--- src/rtl/rr_tree_arb_lock_if.sv ---
// Arbiter request/grant bundle.
// Purpose: groups the request, lock and grant signals of rr_tree_arb_lock.
// Signals:
//   req       [N-1:0]   request vector, one bit per requester
//   lock      [N-1:0]   holder asks to keep its grant
//   gnt       [N-1:0]   registered one-hot grant, or zero
//   gnt_valid           |gnt, registered
//   gnt_id    [IDW-1:0] index of the set gnt bit, 0 when idle
// Modports: master = requester side, slave = arbiter side.
interface rr_tree_arb_lock_if #(
    parameter int unsigned N = 8
);
    localparam int unsigned IDW = $clog2(N);

    logic [N-1:0]   req;
    logic [N-1:0]   lock;
    logic [N-1:0]   gnt;
    logic           gnt_valid;
    logic [IDW-1:0] gnt_id;

    modport master (
        output req,
        output lock,
        input  gnt,
        input  gnt_valid,
        input  gnt_id
    );

    modport slave (
        input  req,
        input  lock,
        output gnt,
        output gnt_valid,
        output gnt_id
    );
endinterface

--- src/rtl/rr_tree_arb_lock.sv ---
// rr_tree_arb_lock: N-way round-robin arbiter with registered one-hot grant
// and per-requester burst lock.
// Ports:
//   clk  - rising-edge clock
//   rst  - synchronous active-high reset
//   bus  - rr_tree_arb_lock_if.slave (req, lock in; gnt, gnt_valid, gnt_id out)
// Parameters:
//   N        - requester count, power of two, 2..64
//   MAX_HOLD - longest locked burst in cycles, 1..255
// Optional feature: define RR_ARB_MAXHOLD_EN to force-release a locked holder
// after MAX_HOLD consecutive grant cycles. Without it lock holds indefinitely.
module rr_tree_arb_lock #(
    parameter int unsigned N        = 8,
    parameter int unsigned MAX_HOLD = 4
) (
    input logic             clk,
    input logic             rst,
    rr_tree_arb_lock_if.slave bus
);
    localparam int unsigned IDW = $clog2(N);

    // Elaboration-time parameter sanity.
    if (N < 2 || N > 64 || (N & (N - 1)) != 0) begin : g_bad_n
        $error("rr_tree_arb_lock: N must be a power of two in 2..64");
    end
    if (MAX_HOLD < 1 || MAX_HOLD > 255) begin : g_bad_hold
        $error("rr_tree_arb_lock: MAX_HOLD must be in 1..255");
    end

    logic [N-1:0]   gnt_q,       gnt_d;
    logic           gnt_valid_q, gnt_valid_d;
    logic [IDW-1:0] gnt_id_q,    gnt_id_d;
    logic [IDW-1:0] ptr_q,       ptr_d;
    logic [7:0]     hold_q,      hold_d;

    logic           keep_c;
    logic           hold_ok_c;
    logic           win_found_c;
    logic [IDW-1:0] win_idx_c;

`ifdef RR_ARB_MAXHOLD_EN
    localparam logic [7:0] HOLD_LIMIT = 8'(MAX_HOLD);
    assign hold_ok_c = (hold_q < HOLD_LIMIT);
`else
    assign hold_ok_c = 1'b1;
`endif

    // Current holder keeps the grant while it still requests and locks.
    assign keep_c = gnt_valid_q && bus.req[gnt_id_q] && bus.lock[gnt_id_q] && hold_ok_c;

    // First set request at or after ptr; IDW-bit add wraps modulo N.
    always_comb begin
        logic [IDW-1:0] cand;
        win_found_c = 1'b0;
        win_idx_c   = '0;
        cand        = '0;
        for (int unsigned k = 0; k < N; k++) begin
            cand = ptr_q + IDW'(k);
            if (!win_found_c && bus.req[cand]) begin
                win_found_c = 1'b1;
                win_idx_c   = cand;
            end
        end
    end

    // Next-state: keep the holder, grant a new winner, or go idle.
    always_comb begin
        gnt_d       = gnt_q;
        gnt_valid_d = gnt_valid_q;
        gnt_id_d    = gnt_id_q;
        ptr_d       = ptr_q;
        hold_d      = hold_q;
        if (keep_c) begin
            // Saturates so an unlimited lock never wraps the counter.
            hold_d = (hold_q == 8'hFF) ? hold_q : hold_q + 8'd1;
        end else if (win_found_c) begin
            gnt_d            = '0;
            gnt_d[win_idx_c] = 1'b1;
            gnt_valid_d      = 1'b1;
            gnt_id_d         = win_idx_c;
            // Winner becomes lowest priority for the next arbitration.
            ptr_d            = win_idx_c + IDW'(1);
            hold_d           = 8'd1;
        end else begin
            gnt_d       = '0;
            gnt_valid_d = 1'b0;
            gnt_id_d    = '0;
        end
    end

    // State registers.
    always_ff @(posedge clk) begin
        if (rst) begin
            gnt_q       <= '0;
            gnt_valid_q <= 1'b0;
            gnt_id_q    <= '0;
            ptr_q       <= '0;
            hold_q      <= '0;
        end else begin
            gnt_q       <= gnt_d;
            gnt_valid_q <= gnt_valid_d;
            gnt_id_q    <= gnt_id_d;
            ptr_q       <= ptr_d;
            hold_q      <= hold_d;
        end
    end

    assign bus.gnt       = gnt_q;
    assign bus.gnt_valid = gnt_valid_q;
    assign bus.gnt_id    = gnt_id_q;

endmodule
--- src/flat_wrapper.sv ---
// flat-port wrapper written by rule: the top's interface ports become plain ports
module rr_tree_arb_lock_flat 
#(
    parameter int unsigned N        = 8,
    parameter int unsigned MAX_HOLD = 4
)
  (clk, rst, bus_req, bus_lock, bus_gnt, bus_gnt_valid, bus_gnt_id);
  rr_tree_arb_lock_if #(.N(N)) bus_i ();
  input logic clk;
  input logic rst;
  input wire logic [$bits(bus_i.req)-1:0] bus_req;
  input wire logic [$bits(bus_i.lock)-1:0] bus_lock;
  output wire logic [$bits(bus_i.gnt)-1:0] bus_gnt;
  output wire logic [$bits(bus_i.gnt_valid)-1:0] bus_gnt_valid;
  output wire logic [$bits(bus_i.gnt_id)-1:0] bus_gnt_id;
  assign bus_i.req = bus_req;
  assign bus_i.lock = bus_lock;
  assign bus_gnt = bus_i.gnt;
  assign bus_gnt_valid = bus_i.gnt_valid;
  assign bus_gnt_id = bus_i.gnt_id;
  rr_tree_arb_lock #(.N(N), .MAX_HOLD(MAX_HOLD)) u_core (.clk(clk), .rst(rst), .bus(bus_i));
endmodule
--- config.mk ---
export PLATFORM = sky130hd
export DESIGN_NAME = rr_tree_arb_lock_flat
export DESIGN_NICKNAME = d
export VERILOG_FILES = /design/src/rtl/rr_tree_arb_lock_if.sv /design/src/rtl/rr_tree_arb_lock.sv /design/src/flat_wrapper.sv
export SDC_FILE = /design/constraint.sdc
export NUM_CORES = 1
export LEC_CHECK = 0
export ABC_AREA = 1
export CORE_MARGIN = 3
export CORE_UTILIZATION = 25
export DETAILED_ROUTE_END_ITERATION = 6
export MAX_ROUTING_LAYER = met4
export PLACE_DENSITY = 0.57
export SETUP_SLACK_MARGIN = 0.15
export SYNTH_ARGS = -nofsm -noshare
export SYNTH_HDL_FRONTEND = slang
export SYNTH_SLANG_ARGS = --single-unit
--- constraint.sdc ---
create_clock -name clk -period 5.1 [get_ports clk]
set_input_delay 1.02 -clock clk [delete_from_list [all_inputs] [get_ports clk]]
set_output_delay 1.02 -clock clk [all_outputs]
set_load 0.02 [all_outputs]
# Yosys cells after proc, flatten, opt, wreduce, memory -nomap -nowiden
# Index checks and enable logic that the tools add are counted.
# classes
addsub	8
order_cmp	11
muxes	41
n_bitwise	1
n_reduce_logical	18
# op_table
operator	count
3-bit by 4-bit < comparator with 1-bit output, second input constant	10
1-bit binary-select mux with 3-bit select	10
3-bit 2-to-1 mux	9
1-bit 2-to-1 mux	20
3-bit adder, second input constant	4
1-bit logical AND	10
8-bit 2-to-1 mux	1
1-bit logical NOT	7
3-bit by 1-bit adder with 3-bit output, second input constant	2
3-bit by 2-bit adder with 3-bit output, second input constant	2
1-bit demux with 3-bit select	1
3-bit by 1-bit >= comparator with 1-bit output, second input constant	1
2-bit AND reduction	1
1-bit inverter	1
# word_totals
reg_bits	15
in_bits	18
out_inout_bits	12
word_cells	83

# Logic depth before layout (Yosys ltp)
# logic_depth
word_depth	29
ltp_mapped	21
ltp_nobuf	20

# Least setup slack after synthesis
# No wires, ideal clock.
# synth_timing
kind	input -> register
start	in bus_req[1]
end	reg u_core.ptr_q[2]
setup_ns	0.109
arrival_ns	2.325
required_ns	4.991
slack_ns	2.666
path_stages	16
n_path_buf	0
cell_sequence	nand2_1 -> nand3_2 -> nand3_2 -> nand2_4 -> nor2_4 -> nand4_2 -> nor2_4 -> nand3_1 -> nand3_1 -> nand2_2 -> inv_2 -> nand2_2 -> nand2_1 -> nand3_1 -> nand2_1 -> inv_1
# synth_via
elab_chain_len	25
elab_cells_between_ends	53
classes_between	1 x add/sub; 34 x mux; 1 x bitwise; 17 x reduce/logical
# synth_lines
item	line_no	source
start: declaration	flat_wrapper.sv:11	input wire logic [$bits(bus_i.req)-1:0] bus_req;
1-bit binary-select mux with 3-bit select	rr_tree_arb_lock.sv:59	if (!win_found_c && bus.req[cand]) begin
1-bit 2-to-1 mux (implied by the code)	rr_tree_arb_lock.sv:59	
1-bit 2-to-1 mux	rr_tree_arb_lock.sv:59	
1-bit logical NOT	rr_tree_arb_lock.sv:59	
1-bit logical AND	rr_tree_arb_lock.sv:59	
1-bit 2-to-1 mux	rr_tree_arb_lock.sv:59	
1-bit logical NOT	rr_tree_arb_lock.sv:59	
1-bit logical AND	rr_tree_arb_lock.sv:59	
(+9 left out)	n/a	
1-bit 2-to-1 mux	rr_tree_arb_lock.sv:59	
1-bit logical NOT	rr_tree_arb_lock.sv:59	
1-bit logical AND	rr_tree_arb_lock.sv:59	
1-bit 2-to-1 mux	rr_tree_arb_lock.sv:59	
1-bit logical NOT	rr_tree_arb_lock.sv:59	
1-bit logical AND	rr_tree_arb_lock.sv:59	
3-bit 2-to-1 mux or 1-bit 2-to-1 mux (tied branches)	rr_tree_arb_lock.sv:59	
3-bit by 1-bit adder with 3-bit output or 2-bit AND reduction (tied branches)	n/a	
end signal: assignment	rr_tree_arb_lock.sv:103	ptr_q <= ptr_d;
end: declaration	rr_tree_arb_lock.sv:33	logic [IDW-1:0] ptr_q, ptr_d;
# Several ways; a longest one is shown, not always the timed one. The select of a mux whose other input is x is not followed.
# A chain may end at the register's enable or synchronous reset.

# Worst setup path in the final report
# layout_timing
start	reg u_core.ptr_q[0]
end	reg u_core.ptr_q[2]
# layout_via
elab_chain_len	25
elab_cells_between_ends	55
classes_between	8 x add/sub; 32 x mux; 15 x reduce/logical
# layout_lines
item
branches (longest 25 deep; another with 3-bit by 1-bit adder with 3-bit output)
# Parallel ways; which one is timed is not known. The select of a mux whose other input is x is not followed.

==> metrics.cfg <==
[drt]
route.detailed.drc=0
vias=1565
firstDrtPassIters=4
wl_per_cell_um=11.1
vias_per_cell=4.59
drtIter0Drc=91
ant_nets=0
wl_um=3770

[cts]
cts_made_buffers=3
cts_max_level=1
clk_latency_ns=0.25
cts_setup_buffers=0
cts-root-buf=clkbuf_8
cts_buffer_depth=2
path_clk_slew_ns=0.06
cts.sinks=15
tritoncts=done
cts_resized=0
cts_hold_buffers=0

[timing]
rsz0062_at_grt=no
fmaxAchievable_mhz=315
hold_ws_ns=0.467
setup_viol_count_final=0
fin_ws_ns=1.93
fin_crit_ns=3.17
finalHoldViolCount=0
fin_tns_setup_ns=0
max_slew_margin_pct=62.7
skew_ns=0.00574
finalMaxSlewViolations=0
tightest_slew_ns=0.557
post-route-period-util_pct=62.2

[critical_path]
crit_buf_inv=3
end_kind=flip-flop
r2r-end=u_core.ptr_q[2]
reg2reg_depth=16
worst_path_most_repeated_cell=nand3_1
worstSetupPathDepth=16
required_ns=5.25
rrSetupSlack_ns=1.93
slowest_stage=dfxtp_1
worstReg2RegStart=u_core.ptr_q[0]
crit_fanout=12
cp_top_family=simple AND/OR/NAND/NOR gates
worstSetupStartpointType=flip-flop
arrival_ns=3.33
slowest_delay_ns=0.65
path_cells=inv_2, ha_1, inv_1, nand3_1, nand3_1, nand2_2, nor2_4, nand4_2, nor2_4, nand4_1, nand3_1, nand2_2, nand2_1, nand3_1, nand2_1, inv_1
worstSetupPathType=flip-flop to flip-flop

[synthesis]
synth_edf_count=0
ys_seq_elements=15
synth_most_common_cell=nand2_1
yosysSeqAreaShare_pct=20.3
synth_top_flop_cell=dfxtp_1
synth_warnings=0
ys_types=29
synth_common_cells=nand2_1 (69), nand3_1 (50), inv_1 (29)
syn_nets=261
synth_area_mm2=0.00148
ys_top_cells_by_area=dfxtp_1 (20%), nand2_1 (17%), nand3_1 (17%), inv_1 (7.3%), nand3_2 (4.1%)
synth.top_cell.area_share_pct=20.3
avgSynthCellArea_um2=6.15
synth_largest_area_cell=dfxtp_1
synth_cells=241
async_flop_share_pct=0

[floorplan]
start_util_pct=26.4
fp.dieH_um=83.0
dieArea_mm2=0.00689
rows=27
die_w_um=83.0
io-pin-count=30
coreArea_mm2=0.00561

[global_routing]
grt-ovfl-total=0
grt_pass1_wl_um=6700
track_usage_pct=11.6
first_global_vias=1482
grt_antenna_before_repair=0
grt_max_degree=14

[placed_design]
place_congestion=0.865
dp_slack_ns=1.91
dpl.hpwl_um=3160
port_buffers=29

[min_path]
worstHoldStart=u_core.bus.gnt[5]
hold_end=u_core.bus.gnt[5]
hold_depth=2
hold_path.class=flip-flop to flip-flop

[final_layout]
drive_gt1_share_pct=15.6
final_nets=290
multi_input_area_mm2=0.00100
final_util_pct=33.3
num-fill-cells=648
seqCellArea_um2=300
area_delta_synth_final_pct=26.0
diodes=0

[pwr]
ir_worst_vdd_mv=0.277
p_leak_nw=0.886
power_density_mw_per_mm2=722
power_mw=1.35

[flow_run]
drv_cap=0

[outcome]
status=finished, final reports clean

-- kinds of logic after synthesis --
logic type	after synthesis	share of synthesized area, %
compound gates	20	9.21
xor+xnor	4	3.38
fa+ha+maj	2	1.69
buf+inv	41	12.1
flops	15	20.3
simple gates	159	53.4
-- routing by layer --
metal	routed length [um]	global-route usage (%)	up-vias
met5	0	-	-
met4	28	2.38	0
li1	-	-	837
met1	1810	15.0	694
met2	1810	19.8	30
met3	121	1.19	4
-- sequential cells by signal (all words and copies together) (netlist names) --
name,flops
u_core.ptr_q,3
u_core.bus.gnt_id,3
u_core.bus.gnt,8
u_core.bus.gnt_valid,1
-- where the power goes --
part / total (mW) / switching, mW / internal [mW] / leakage [nW]
sequential: 0.206 / 0.0532 / 0.152 / 0.123
clock: 0.0974 / 0.0433 / 0.0541 / 0.0255
combinational: 1.04 / 0.682 / 0.362 / 0.737
total: 1.35 / 0.779 / 0.569 / 0.886
-- final cells by class --
cell class / count / share of cell area, %
tap: 72 / 4.83
multi-input combinational: 185 / 53.7
timing repair buffer: 29 / 15.5
clock inverter: 1 / 0.268
inverter: 36 / 7.37
sequential: 15 / 16.1
clock buffer: 3 / 2.21
-- worst min-delay path: cells and delay by family, from the launching register on --
kind	cells	cell delay, ns
flops	1	0.31
simple gates	1	0.06
compound gates	1	0.06
-- cells in the final DEF, fill, tap and decap left out --
cell type         n
nand2_1          69
nand3_1          50
inv_1            29
clkdlybuf4s50_1  29
dfxtp_1          15
nor2_1           10
a21oi_1           9
nand2_2           8
nand3_2           6
inv_2             5
nor2_2            5
o21ai_0           4
a21oi_2           4
nor2_4            3
nand4_1           3
clkbuf_8          3
nand2_4           2
nand3b_1          2
ha_1              2
inv_4             1
xnor2_1           1
xor2_1            1
xnor2_2           1
xor2_2            1
nand4_2           1
a31oi_4           1
clkinv_1          1
o21a_1            1
o211ai_1          1
clkinv_2          1
-- worst max-delay path by stage --
stage	end	start
3_5_place_dp	u_core.bus.gnt[6]	bus_req[7]
3_3_place_gp	u_core.bus.gnt[2]	bus_req[7]
2_1_floorplan	u_core.ptr_q[2]	bus_req[1]
6_report	u_core.ptr_q[2]	u_core.ptr_q[0]
5_1_grt	u_core.ptr_q[2]	u_core.ptr_q[0]
4_1_cts	u_core.bus.gnt[6]	u_core.ptr_q[0]
-- through the flow --
| stage | area (um^2) | std cells |
|---|---|---|
| global route | 1870 | 341 |
| CTS | 1870 | 341 |
| finish | 1870 | 341 |
| global placement | 1820 | 337 |
| detailed placement | 1820 | 337 |
| floorplan | 1480 | 241 |
Power figures use the tool's default switching activity.
